### config.mk
export PLATFORM = sky130hd
export DESIGN_NAME = loba_mul_seq
export DESIGN_NICKNAME = d
export VERILOG_FILES = /design/src/rtl/loba_mul_seq_pkg.sv /design/src/rtl/loba_mul_seq_split.sv /design/src/rtl/loba_mul_seq_term.sv /design/src/rtl/loba_mul_seq.sv
export SDC_FILE = /design/constraint.sdc
export NUM_CORES = 1
export LEC_CHECK = 0
export BUFFER_PORTS_ARGS = -buffer_cell sky130_fd_sc_hd__buf_2
export CORE_MARGIN = 10
export CORE_UTILIZATION = 47
export CTS_CLUSTER_SIZE = 25
export DETAILED_ROUTE_END_ITERATION = 6
export PLACE_DENSITY = 0.64
export REMOVE_ABC_BUFFERS = 1
export SETUP_SLACK_MARGIN = 0.3
export SYNTH_ARGS = -nofsm -noshare
export SYNTH_HDL_FRONTEND = slang
export SYNTH_SLANG_ARGS = --single-unit
### constraint.sdc
create_clock -name clk -period 10.4 [get_ports clk]
set_clock_uncertainty 0.1 [all_clocks]
set_input_delay 2.08 -clock clk [delete_from_list [all_inputs] [get_ports clk]]
set_output_delay 2.08 -clock clk [all_outputs]
set_load 0.05 [all_outputs]
### src/rtl/loba_mul_seq_pkg.sv
// Shared definitions for the sequential LOBA multiplier: mode codes,
// controller states, term indices and the signed segment-shift width.
package loba_mul_seq_pkg;

  // Accuracy modes; code 3 behaves like MODE_4T
  localparam logic [1:0] MODE_HH = 2'd0;
  localparam logic [1:0] MODE_3T = 2'd1;
  localparam logic [1:0] MODE_4T = 2'd2;

  // Controller states
  typedef enum logic [1:0] {
    IDLE  = 2'd0,
    SPLIT = 2'd1,
    MUL   = 2'd2,
    DONE  = 2'd3
  } state_e;

  // Term order through the shared multiplier: Ah*Bh, Ah*Bl, Al*Bh, Al*Bl
  localparam logic [1:0] TERM_HH = 2'd0;
  localparam logic [1:0] TERM_HL = 2'd1;
  localparam logic [1:0] TERM_LH = 2'd2;
  localparam logic [1:0] TERM_LL = 2'd3;

  // Number of terms evaluated per mode
  localparam logic [2:0] NTERMS_HH = 3'd1;
  localparam logic [2:0] NTERMS_3T = 3'd3;
  localparam logic [2:0] NTERMS_4T = 3'd4;

  // Signed width holding a segment shift in [-(K-1), N-K]
  function automatic int shift_width(input int n);
    return $clog2(n) + 1;
  endfunction

endpackage

### src/rtl/loba_mul_seq_split.sv
// Splits one operand into a high K-bit segment and a low K-bit segment
// taken from the residual, each with a signed shift such that
// x ~= (xh << sh) + (xl << sl). Negative shifts mean the segment was
// left-aligned from a value narrower than K bits.
module loba_mul_seq_split #(
  parameter int N   = 16,
  parameter int K   = 4,
  parameter int SHW = 5
) (
  input  logic [N-1:0]           x,
  output logic [K-1:0]           xh,
  output logic [K-1:0]           xl,
  output logic signed [SHW-1:0]  sh,
  output logic signed [SHW-1:0]  sl
);

  // Leading-one segment of v packed as {shift, segment}; zero maps to all zeros
  function automatic logic [SHW+K-1:0] seg(input logic [N-1:0] v);
    int msb;
    int s;
    logic [N-1:0] t;
    msb = 0;
    t   = '0;
    for (int i = 0; i < N; i++) begin
      if (v[i]) msb = i;
    end
    s = msb - (K - 1);
    if (v == '0) return '0;
    if (s >= 0) t = v >> s;
    else        t = v << (-s);
    return {s[SHW-1:0], t[K-1:0]};
  endfunction

  logic [SHW+K-1:0] hi_seg;
  logic [SHW+K-1:0] lo_seg;
  logic [N-1:0]     hi_back;
  logic [N-1:0]     resid;

  // High segment, residual left below it, then the low segment of that residual
  always_comb begin
    hi_seg  = seg(x);
    xh      = hi_seg[K-1:0];
    sh      = hi_seg[SHW+K-1:K];
    hi_back = '0;
    resid   = '0;
    if (!sh[SHW-1]) begin
      hi_back = N'(xh) << sh;
      resid   = x - hi_back;
    end
    lo_seg = seg(resid);
    xl     = lo_seg[K-1:0];
    sl     = lo_seg[SHW+K-1:K];
  end

endmodule

### src/rtl/loba_mul_seq_term.sv
// One segment-product term: KxK multiply followed by a shift by the sum
// of the two segment shifts (left when non-negative, right otherwise).
module loba_mul_seq_term #(
  parameter int N   = 16,
  parameter int K   = 4,
  parameter int SHW = 5
) (
  input  logic [K-1:0]          xa,
  input  logic [K-1:0]          xb,
  input  logic signed [SHW-1:0] sa,
  input  logic signed [SHW-1:0] sb,
  output logic [2*N-1:0]        term
);

  logic [2*K-1:0]      prod;
  logic [2*N-1:0]      prod_w;
  logic signed [SHW:0] s;
  logic [SHW:0]        s_mag;

  // Product, combined shift with one guard bit, then bidirectional shift
  always_comb begin
    prod   = xa * xb;
    prod_w = {{(2*N-2*K){1'b0}}, prod};
    s      = {sa[SHW-1], sa} + {sb[SHW-1], sb};
    s_mag  = s[SHW] ? $unsigned(-s) : $unsigned(s);
    term   = s[SHW] ? (prod_w >> s_mag) : (prod_w << s_mag);
  end

endmodule

### src/rtl/loba_mul_seq.sv
// Sequential LOBA approximate multiplier. One operand pair at a time:
// IDLE accepts, SPLIT segments both operands, MUL spends one cycle per
// term on a single shared term unit, DONE presents P until consumed.
// Handshakes: a transfer happens on a rising clk edge where valid and
// ready are both high; valid never depends on ready, and the producer
// holds its data stable while valid is high and ready is low.
module loba_mul_seq
  import loba_mul_seq_pkg::*;
#(
  parameter int N = 16,
  parameter int K = 4
) (
  input  logic           clk,
  input  logic           rst,
  input  logic           in_valid,
  output logic           in_ready,
  input  logic [N-1:0]   A,
  input  logic [N-1:0]   B,
  input  logic [1:0]     mode,
  output logic           out_valid,
  input  logic           out_ready,
  output logic [2*N-1:0] P,
  output logic           busy
);

  localparam int SHW = shift_width(N);

  state_e                state_q, state_d;
  logic [N-1:0]          a_q, a_d, b_q, b_d;
  logic [1:0]            mode_q, mode_d;
  logic [K-1:0]          ah_q, ah_d, al_q, al_d, bh_q, bh_d, bl_q, bl_d;
  logic signed [SHW-1:0] sah_q, sah_d, sal_q, sal_d, sbh_q, sbh_d, sbl_q, sbl_d;
  logic [2*N-1:0]        acc_q, acc_d, p_q, p_d;
  logic [2:0]            nterms_q, nterms_d;
  logic [1:0]            idx_q, idx_d;

  logic [K-1:0]          sp_ah, sp_al, sp_bh, sp_bl;
  logic signed [SHW-1:0] sp_sah, sp_sal, sp_sbh, sp_sbl;
  logic [K-1:0]          t_xa, t_xb;
  logic signed [SHW-1:0] t_sa, t_sb;
  logic [2*N-1:0]        t_term, acc_sum;
  logic                  accept, zero_op, last_term;

  loba_mul_seq_split #(.N(N), .K(K), .SHW(SHW)) u_split_a (
    .x(a_q), .xh(sp_ah), .xl(sp_al), .sh(sp_sah), .sl(sp_sal)
  );

  loba_mul_seq_split #(.N(N), .K(K), .SHW(SHW)) u_split_b (
    .x(b_q), .xh(sp_bh), .xl(sp_bl), .sh(sp_sbh), .sl(sp_sbl)
  );

  loba_mul_seq_term #(.N(N), .K(K), .SHW(SHW)) u_term (
    .xa(t_xa), .xb(t_xb), .sa(t_sa), .sb(t_sb), .term(t_term)
  );

  assign accept    = in_valid && in_ready;
  assign zero_op   = (a_q == '0) || (b_q == '0);
  assign last_term = (({1'b0, idx_q}) + 3'd1) == nterms_q;
  assign acc_sum   = acc_q + t_term;

  // Route the segments of the current term to the shared term unit
  always_comb begin
    t_xa = ah_q;
    t_sa = sah_q;
    t_xb = bh_q;
    t_sb = sbh_q;
    case (idx_q)
      TERM_HL: begin t_xb = bl_q; t_sb = sbl_q; end
      TERM_LH: begin t_xa = al_q; t_sa = sal_q; end
      TERM_LL: begin
        t_xa = al_q; t_sa = sal_q;
        t_xb = bl_q; t_sb = sbl_q;
      end
      default: ;
    endcase
  end

  // Next-state logic
  always_comb begin
    state_d = state_q;
    case (state_q)
      IDLE:    if (accept) state_d = SPLIT;
      SPLIT:   state_d = zero_op ? DONE : MUL;
      MUL:     if (last_term) state_d = DONE;
      DONE:    if (out_ready) state_d = IDLE;
      default: state_d = IDLE;
    endcase
  end

  // Datapath next values: capture, segment, accumulate, publish P on entry to DONE
  always_comb begin
    a_d      = a_q;
    b_d      = b_q;
    mode_d   = mode_q;
    ah_d     = ah_q;
    al_d     = al_q;
    bh_d     = bh_q;
    bl_d     = bl_q;
    sah_d    = sah_q;
    sal_d    = sal_q;
    sbh_d    = sbh_q;
    sbl_d    = sbl_q;
    acc_d    = acc_q;
    p_d      = p_q;
    nterms_d = nterms_q;
    idx_d    = idx_q;
    case (state_q)
      IDLE: begin
        if (accept) begin
          a_d    = A;
          b_d    = B;
          mode_d = mode;
        end
      end
      SPLIT: begin
        ah_d  = sp_ah;
        al_d  = sp_al;
        bh_d  = sp_bh;
        bl_d  = sp_bl;
        sah_d = sp_sah;
        sal_d = sp_sal;
        sbh_d = sp_sbh;
        sbl_d = sp_sbl;
        acc_d = '0;
        idx_d = TERM_HH;
        case (mode_q)
          MODE_HH: nterms_d = NTERMS_HH;
          MODE_3T: nterms_d = NTERMS_3T;
          default: nterms_d = NTERMS_4T;
        endcase
        if (zero_op) p_d = '0;
      end
      MUL: begin
        acc_d = acc_sum;
        idx_d = idx_q + 2'd1;
        if (last_term) p_d = acc_sum;
      end
      default: ;
    endcase
  end

  // Outputs decoded from the state; in_ready is suppressed while reset is held
  always_comb begin
    in_ready  = (state_q == IDLE) && !rst;
    out_valid = (state_q == DONE);
    busy      = (state_q != IDLE);
    P         = p_q;
  end

  // State and datapath registers with synchronous reset
  always_ff @(posedge clk) begin
    if (rst) begin
      state_q  <= IDLE;
      a_q      <= '0;
      b_q      <= '0;
      mode_q   <= '0;
      ah_q     <= '0;
      al_q     <= '0;
      bh_q     <= '0;
      bl_q     <= '0;
      sah_q    <= '0;
      sal_q    <= '0;
      sbh_q    <= '0;
      sbl_q    <= '0;
      acc_q    <= '0;
      p_q      <= '0;
      nterms_q <= '0;
      idx_q    <= '0;
    end else begin
      state_q  <= state_d;
      a_q      <= a_d;
      b_q      <= b_d;
      mode_q   <= mode_d;
      ah_q     <= ah_d;
      al_q     <= al_d;
      bh_q     <= bh_d;
      bl_q     <= bl_d;
      sah_q    <= sah_d;
      sal_q    <= sal_d;
      sbh_q    <= sbh_d;
      sbl_q    <= sbl_d;
      acc_q    <= acc_d;
      p_q      <= p_d;
      nterms_q <= nterms_d;
      idx_q    <= idx_d;
    end
  end

endmodule

After elaboration in Yosys (flattened, before gate mapping):

Index checks and enable logic that the tools add are counted.

* bitwise operators: 0
* multiplexer cells: 95
* shift operators: 12
* add/subtract/negate cells: 15
* multiply operators: 1
* divide/modulo/power cells: 0
* reductions and logical operators: 17
* equality and inequality tests: 12
* $lt $le $gt $ge: 4

Operators with widths (number)
* 2-to-1 mux 4 bit: 38
* greater-or-equal comparator 32 x 1 -> 1 bit (second input constant): 4
* negation 32 bit: 4
* one-hot mux 32 bit (2 select lines): 2
* left shift 16 x 32 -> 4 bit: 4
* >> shifter 16 x 32 -> 4 bit: 4
* 2-to-1 mux 32 bit: 3
* 2-to-1 mux 9 bit: 8
* zero test 16 bit: 4
* 2-to-1 mux 3 bit: 16
* adder 32 bit: 1
* 2-to-1 mux 16 bit: 2
* left shift 4 x 5 -> 16 bit: 2
* left shift 8 x 6 -> 32 bit: 1
* >> shifter 8 x 6 -> 32 bit: 1
* subtractor 16 bit: 2
* 2-to-1 mux 2 bit: 11
* subtractor 4 x 2 -> 5 bit (second input constant): 4
* 2-to-1 mux 5 bit: 2
* 2-to-1 mux 1 bit: 9
* == test 2 bit (second input constant): 4
* multiplier 4 x 4 -> 8 bit: 1
* one-hot mux 2 bit (4 select lines): 1
* adder 5 x 5 -> 6 bit: 1
* other kinds (18): 27

* ROM bits: 0
* logic and storage cells: 172
* input bits: 38
* register bits after elaboration: 141
* RAM bits: 0
* memories: 0
* latch bits: 0
* output and inout port bits: 35

Depth between registers and ports, before layout:

* word-level depth: 43
* gate-level depth with buffers: 44
* mapped depth without buffers: 40

Cells and area by module:

Synthesis repeated with hierarchy kept, for this count alone.

* cell total of the unflattened synthesis: 2088
* area, all modules: 15763.9 um^2

Modules (own cells, without submodules)
* loba_mul_seq: cells an instance 799, area an instance 7114.3 um^2, times used 1, seq. area each 2822.7 um^2
* loba_mul_seq_split at u_split_b: cells an instance 520, area an instance 3407.0 um^2, times used 1, seq. area each 0.0 um^2
* loba_mul_seq_split at u_split_a: cells an instance 519, area an instance 3393.3 um^2, times used 1, seq. area each 0.0 um^2
* loba_mul_seq_term: cells an instance 250, area an instance 1849.3 um^2, times used 1, seq. area each 0.0 um^2

Least setup slack after synthesis:

No wires, ideal clock.

* path type: register to register
* start point: register a_q[1]
* end point: register al_q[0]
* buffers on the path: 5
* period minus slack after synthesis: 8.423 ns
* arrival: 8.204 ns
* library setup time: 0.120 ns
* stages on the path, launching flop included: 42
* slack: 1.977 ns
* required time: 10.180 ns
* cell sequence: dfxtp_1 > clkbuf_1 > nor2b_1 > o2111ai_1 > a21boi_0 > nor2_1 > inv_1 > clkbuf_1 > ha_1 > clkbuf_1 > nand2_1 > o31a_1 > or2_2 > nor3_1 > o21ai_0 > o31ai_1 > nand2_1 > nand2_1 > [... 6 more ...] > and3_1 > o22ai_1 > o41ai_1 > o21a_1 > nor2_1 > a211oi_1 > nand2b_1 > mux2i_1 > buf_2 > nor2_1 > inv_2 > ha_1 > buf_1 > xor2_2 > mux2_1 > a211o_1 > o31a_1 > o31a_1

* longest elaborated chain between the ends: 43
* elaborated cells between the ends (all ways): 51
* those cells by class: 5 x add/sub; 2 x order compare; 5 x shift; 37 x mux; 2 x reduce/logical

Ends and longest elaborated chain
* start: declaration: RTL line loba_mul_seq.sv:29 `logic [N-1:0] a_q, a_d, b_q, b_d;`
* start signal: assignment: RTL line loba_mul_seq.sv:154 `a_q <= '0;`
* start signal: assignment: RTL line loba_mul_seq.sv:171 `a_q <= a_d;`
* 2-to-1 mux 1 bit: RTL line loba_mul_seq_split.sv:25 `if (v[i]) msb = i;`
* 2-to-1 mux 2 bit (2 in a row): RTL line loba_mul_seq_split.sv:25
* 2-to-1 mux 3 bit (4 in a row): RTL line loba_mul_seq_split.sv:25
* 2-to-1 mux 4 bit (8 in a row): RTL line loba_mul_seq_split.sv:25
* subtractor 4 x 2 -> 5 bit: RTL line loba_mul_seq_split.sv:27 `s = msb - (K - 1);`
* negation 32 bit: RTL line loba_mul_seq_split.sv:30 `else t = v << (-s);`
* left shift 16 x 32 -> 4 bit: RTL line loba_mul_seq_split.sv:30
* 2-to-1 mux 4 bit: RTL line loba_mul_seq_split.sv:29 `if (s >= 0) t = v >> s;`
* [... 5 more ...]
* 2-to-1 mux 2 bit (2 in a row): RTL line loba_mul_seq_split.sv:25
* 2-to-1 mux 3 bit (4 in a row): RTL line loba_mul_seq_split.sv:25
* 2-to-1 mux 4 bit (8 in a row): RTL line loba_mul_seq_split.sv:25
* subtractor 4 x 2 -> 5 bit: RTL line loba_mul_seq_split.sv:27
* negation 32 bit: RTL line loba_mul_seq_split.sv:30
* left shift 16 x 32 -> 4 bit: RTL line loba_mul_seq_split.sv:30
* 2-to-1 mux 4 bit: RTL line loba_mul_seq_split.sv:29
* 2-to-1 mux 9 bit *: RTL line loba_mul_seq_split.sv:29
* end signal: assignment: RTL line loba_mul_seq.sv:175 `al_q <= al_d;`
* end: declaration: RTL line loba_mul_seq.sv:31 `logic [K-1:0] ah_q, ah_d, al_q, al_d, bh_q, bh_d, bl_q, bl_d;`

Mark *: on every way between the ends. The rest lies on a longest branch, timed or not.
A chain may end at the register's enable or synchronous reset.

Final worst setup path:

* start point: register idx_q[0]
* end point: register acc_q[30]

* longest elaborated chain between the ends: 10
* elaborated cells between the ends (all ways): 18
* those cells by class: 3 x add/sub; 1 x mul; 3 x eq/ne; 2 x shift; 7 x mux; 2 x reduce/logical

Ends and longest elaborated chain
* start: declaration: RTL line loba_mul_seq.sv:35 `logic [1:0] idx_q, idx_d;`
* start signal: assignment: RTL line loba_mul_seq.sv:185 `idx_q <= idx_d;`
* == test 2 bit or == test 2 x 1 -> 1 bit (tied branches): RTL line loba_mul_seq.sv:67 `case (idx_q)`
* OR reduction 2 bit (no source line)
* 2-to-1 mux 5 bit: RTL line loba_mul_seq.sv:67
* adder 5 x 5 -> 6 bit: RTL line loba_mul_seq_term.sv:24 `s = {sa[SHW-1], sa} + {sb[SHW-1], sb};`
* negation 6 bit: RTL line loba_mul_seq_term.sv:25 `s_mag = s[SHW] ? $unsigned(-s) : $unsigned(s);`
* 2-to-1 mux 6 bit: RTL line loba_mul_seq_term.sv:25
* left shift 8 x 6 -> 32 bit or >> shifter 8 x 6 -> 32 bit (tied branches): RTL line loba_mul_seq_term.sv:26 `term = s[SHW] ? (prod_w >> s_mag) : (prod_w << s_mag);`
* 2-to-1 mux 32 bit *: RTL line loba_mul_seq_term.sv:26
* adder 32 bit *: RTL line loba_mul_seq.sv:59 `assign acc_sum = acc_q + t_term;`
* one-hot mux 32 bit (2 select lines) *: RTL line loba_mul_seq.sv:107 `case (state_q)`
* end signal: assignment: RTL line loba_mul_seq.sv:165 `acc_q <= '0;`
* end signal: assignment: RTL line loba_mul_seq.sv:182 `acc_q <= acc_d;`
* end: declaration: RTL line loba_mul_seq.sv:33 `logic [2*N-1:0] acc_q, acc_d, p_q, p_d;`

Marks and branches as above.

==> summary.md <==
| Metric | Value |
|---|---|
| Register area share after synthesis | about 20% |
| Peak fanout along the critical path | 9 |
| Synth Area in Adders | 9.36% |
| Arrival time at the worst endpoint | ~9.5 ns |
| Worst slack, placed | 1.33 ns |
| Vias in the first global route | 14205 |
| Ys async rst share | 0% |
| CTS resizes | 0 |
| Top_reg_cell synth | dfxtp_1 |
| CP delay by family, top | compound AO/OA/AOI/OAI gates |
| Hold Path Depth | 2 |
| Tmin final | 9.24 ns |
| Via-to-Cell Ratio | about 6 |
| Sinks on the clock net | 141 |
| Root Buffer | clkbuf_16 |
| Slew @ Worst Pin | 0.902 ns |
| Worst Path Buf+Inv | 3 |
| Routed via count | 14813 |
| Worst min-delay path category | flip-flop to flip-flop |
| Number of flops mapped to enable cells by yosys | 0 |
| Normalized max-slew margin | 39.8% |
| Final setup viols | 0 |
| Setup bufs post-CTS | 0 |
| Horiz. Die Dim | 193 µm |
| Post-synthesis compound-gate area fraction | 28.4% |
| DRC | 0 |
| Max-cap check violation count | 0 |
| RSZ-0062 raised after global routing | false |
| Post-synthesis cell area | 14000 µm² |
| Initial antenna violation count | 0 |
| DR WL/cell | 18.0 µm |
| Clock Latency Late Sink | roughly 0.44 ns |
| Ant diodes | 0 |
| Stages on the worst setup path | 38 |
| ANT nets after route | 0 |
| Mapped Cells | 1998 |
| Die Area | 37100 µm² |
| Port bufs | 72 |
| Total GRT Usage | between 20% and 30% |
| Final hold vios | 0 |
| Critical path class | flip-flop to flip-flop |
| WL final | 43500 µm |
| Pin count of the biggest net entering global routing | 70 |
| Fmax | 108 MHz |
| Worst R2R Path Depth | 38 |
| Crit. End Element | flip-flop |
| Number of DRC markers in iteration 0 | 1345 |
| Xor/xnor share of the synthesized area | 4.48% |
| CTS clk-pin slew, worst paths | 0.07 ns |
| Core area | 29600 µm² |
| Initial Util | 47.4% |
| Fin util | 51.8% |
| Crit path top cell by count | a21oi_1 |
| Final worst slack | 1.16 ns |
| Post-CTS Hold Buffers | 0 |
| Grt total ovfl | 0 |
| GP Congestion | 0.969 |
| I/O pin total | 73 |
| Largest family of logic cells by synthesized area | compound AO/OA/AOI/OAI gates |
| Slew Limit Fails | 0 |
| CTS Buf Count | 17 |
| WP data required | 10.67 ns |
| Slowest stage delay, CP | 0.66 ns |
| Yosys reg bits | about 140 |
| Nets | 2156 |
| Number of distinct library cells after synthesis | 98 |
| DR pass1 iterations | 6 |
| Share of layout cells above drive strength 1 | between 10% and 20% |
| Setup TNS Final | 0 ns |
| Dpl hpwl | 32900 µm |
| Num rows | 63 |
| Clock buffer depth | 2 |
| CTS tree | yes |
| Period utilization | between 80% and 90% |
| CP max stage cell | nor2_1 |
| Syn Area/Cell | 7.01 µm² |
| Synthesis Warnings | 0 |
| Multiplexer share of the synthesized area | between 5 and 6% |
| Post-Synth Simple-Gate Area | between 20% and 30% |
| Die Y-Extent | between 150 and 200 µm |
| Type of element launching the critical path | flip-flop |
| H-Tree Depth | 4 |
| Status | complete, no violations |
| First-pass GRT wire length | 72300 µm |
| Area growth, synth to finish | 9.21% |
per-layer routing:
| layer | vias to the layer above | part of all wire (%) | track usage (%) |
|---|---|---|---|
| li1 | 7275 | - | - |
| met1 | 6907 | 45 | 30.2 |
| met2 | 522 | 46 | 38.5 |
| met3 | 109 | 5.8 | 3.61 |
| met4 | 0 | 2.9 | 8.35 |
| met5 | - | 0 | 0 |
layout by cell type, fill, tap and decap left out, types with 16 or more instances in the layout:
cell / count
a211oi_1: 22
a21o_1: 25
a21oi_1: 175
a22oi_1: 26
a31oi_1: 31
buf_2: 71
buf_4: 37
clkbuf_16: 17
dfxtp_1: 141
ha_1: 92
inv_1: 82
mux2_2: 19
mux2i_1: 43
nand2_1: 265
nand2b_1: 37
nand3_1: 73
nor2_1: 250
nor2b_1: 36
nor3_1: 54
nor4_1: 17
o211ai_1: 17
o21a_1: 16
o21ai_0: 99
o22ai_1: 18
o31ai_1: 31
or2_2: 17
xnor2_1: 45
xor2_1: 23
flip-flops by register name, summed over array words and instances (netlist names):
name / flops
state_q: 2
a_q: 16
ah_q: 4
al_q: 4
sal_q: 5
bl_q: 4
sbh_q: 5
sah_q: 5
acc_q: 32
sbl_q: 5
b_q: 16
idx_q: 2
mode_q: 2
bh_q: 4
P: 32
nterms_q: 3
area by class of cell:
cell class | instances | area [µm²]
Timing Repair Buffer | 108 | 633
Inverter | 85 | 319
Clock inverter | 13 | 149
Fill cell | 2947 | 14300
Multi-Input combinational cell | 1665 | 10400
Tap cell | 390 | 488
Sequential cell | 141 | 2820
Clock buffer | 19 | 453
Yosys cell counts (all sizes together), types with 18 or more instances:
master  number  area (µm²)
nor3        55         280
o21ai      103         527
dfxtp      141        2820
inv         83         312
nand2      265         995
nor4        18         119
xor2        24         218
mux2        22         251
a31oi       33         236
nor2b       36         225
nand2b      38         245
a21o        25         188
ha          92        1150
mux2i       44         444
nand3       73         365
a211oi      22         165
o22ai       18         113
buf         18         100
a21oi      176         885
nor2       251         945
a22oi       26         195
xnor2       46         410
clkbuf      89         334
o31ai       31         233
cell families after synthesis:
family	after synthesis
simple gates	828
xor+xnor	70
compound gates	600
flops	141
mux	67
buf+inv	192
fa+ha+maj	100
path summary, 6_finish.rpt:
path / from / end / slack [ns]
max: idx_q[0] / acc_q[30] / 1.16
max reg2reg: idx_q[0] / acc_q[30] / 1.16
min reg2reg: P[15] / P[15] / 0.35
min: P[15] / P[15] / 0.35
tightest hold or removal path, delay by kind of cell, from the launching register on:
kind | cells | cell delay [ns]
and+or+nand+nor | 1 | 0.05
DFF | 1 | 0.31
AOI/OAI and AO/OA | 1 | 0.05
metrics by stage:
stage	hold WS, ns	std cells	instance area (µm²)
global route	0.378	2421	15300
global placement	0.339	2389	14700
detailed placement	0.343	2389	14700
floorplan	0.331	1891	13600
CTS	0.352	2421	15300
finish	0.350	2421	15300
Power is not shown: default switching activity piles up to over one toggle a cycle in this logic, so the estimate is an artifact.
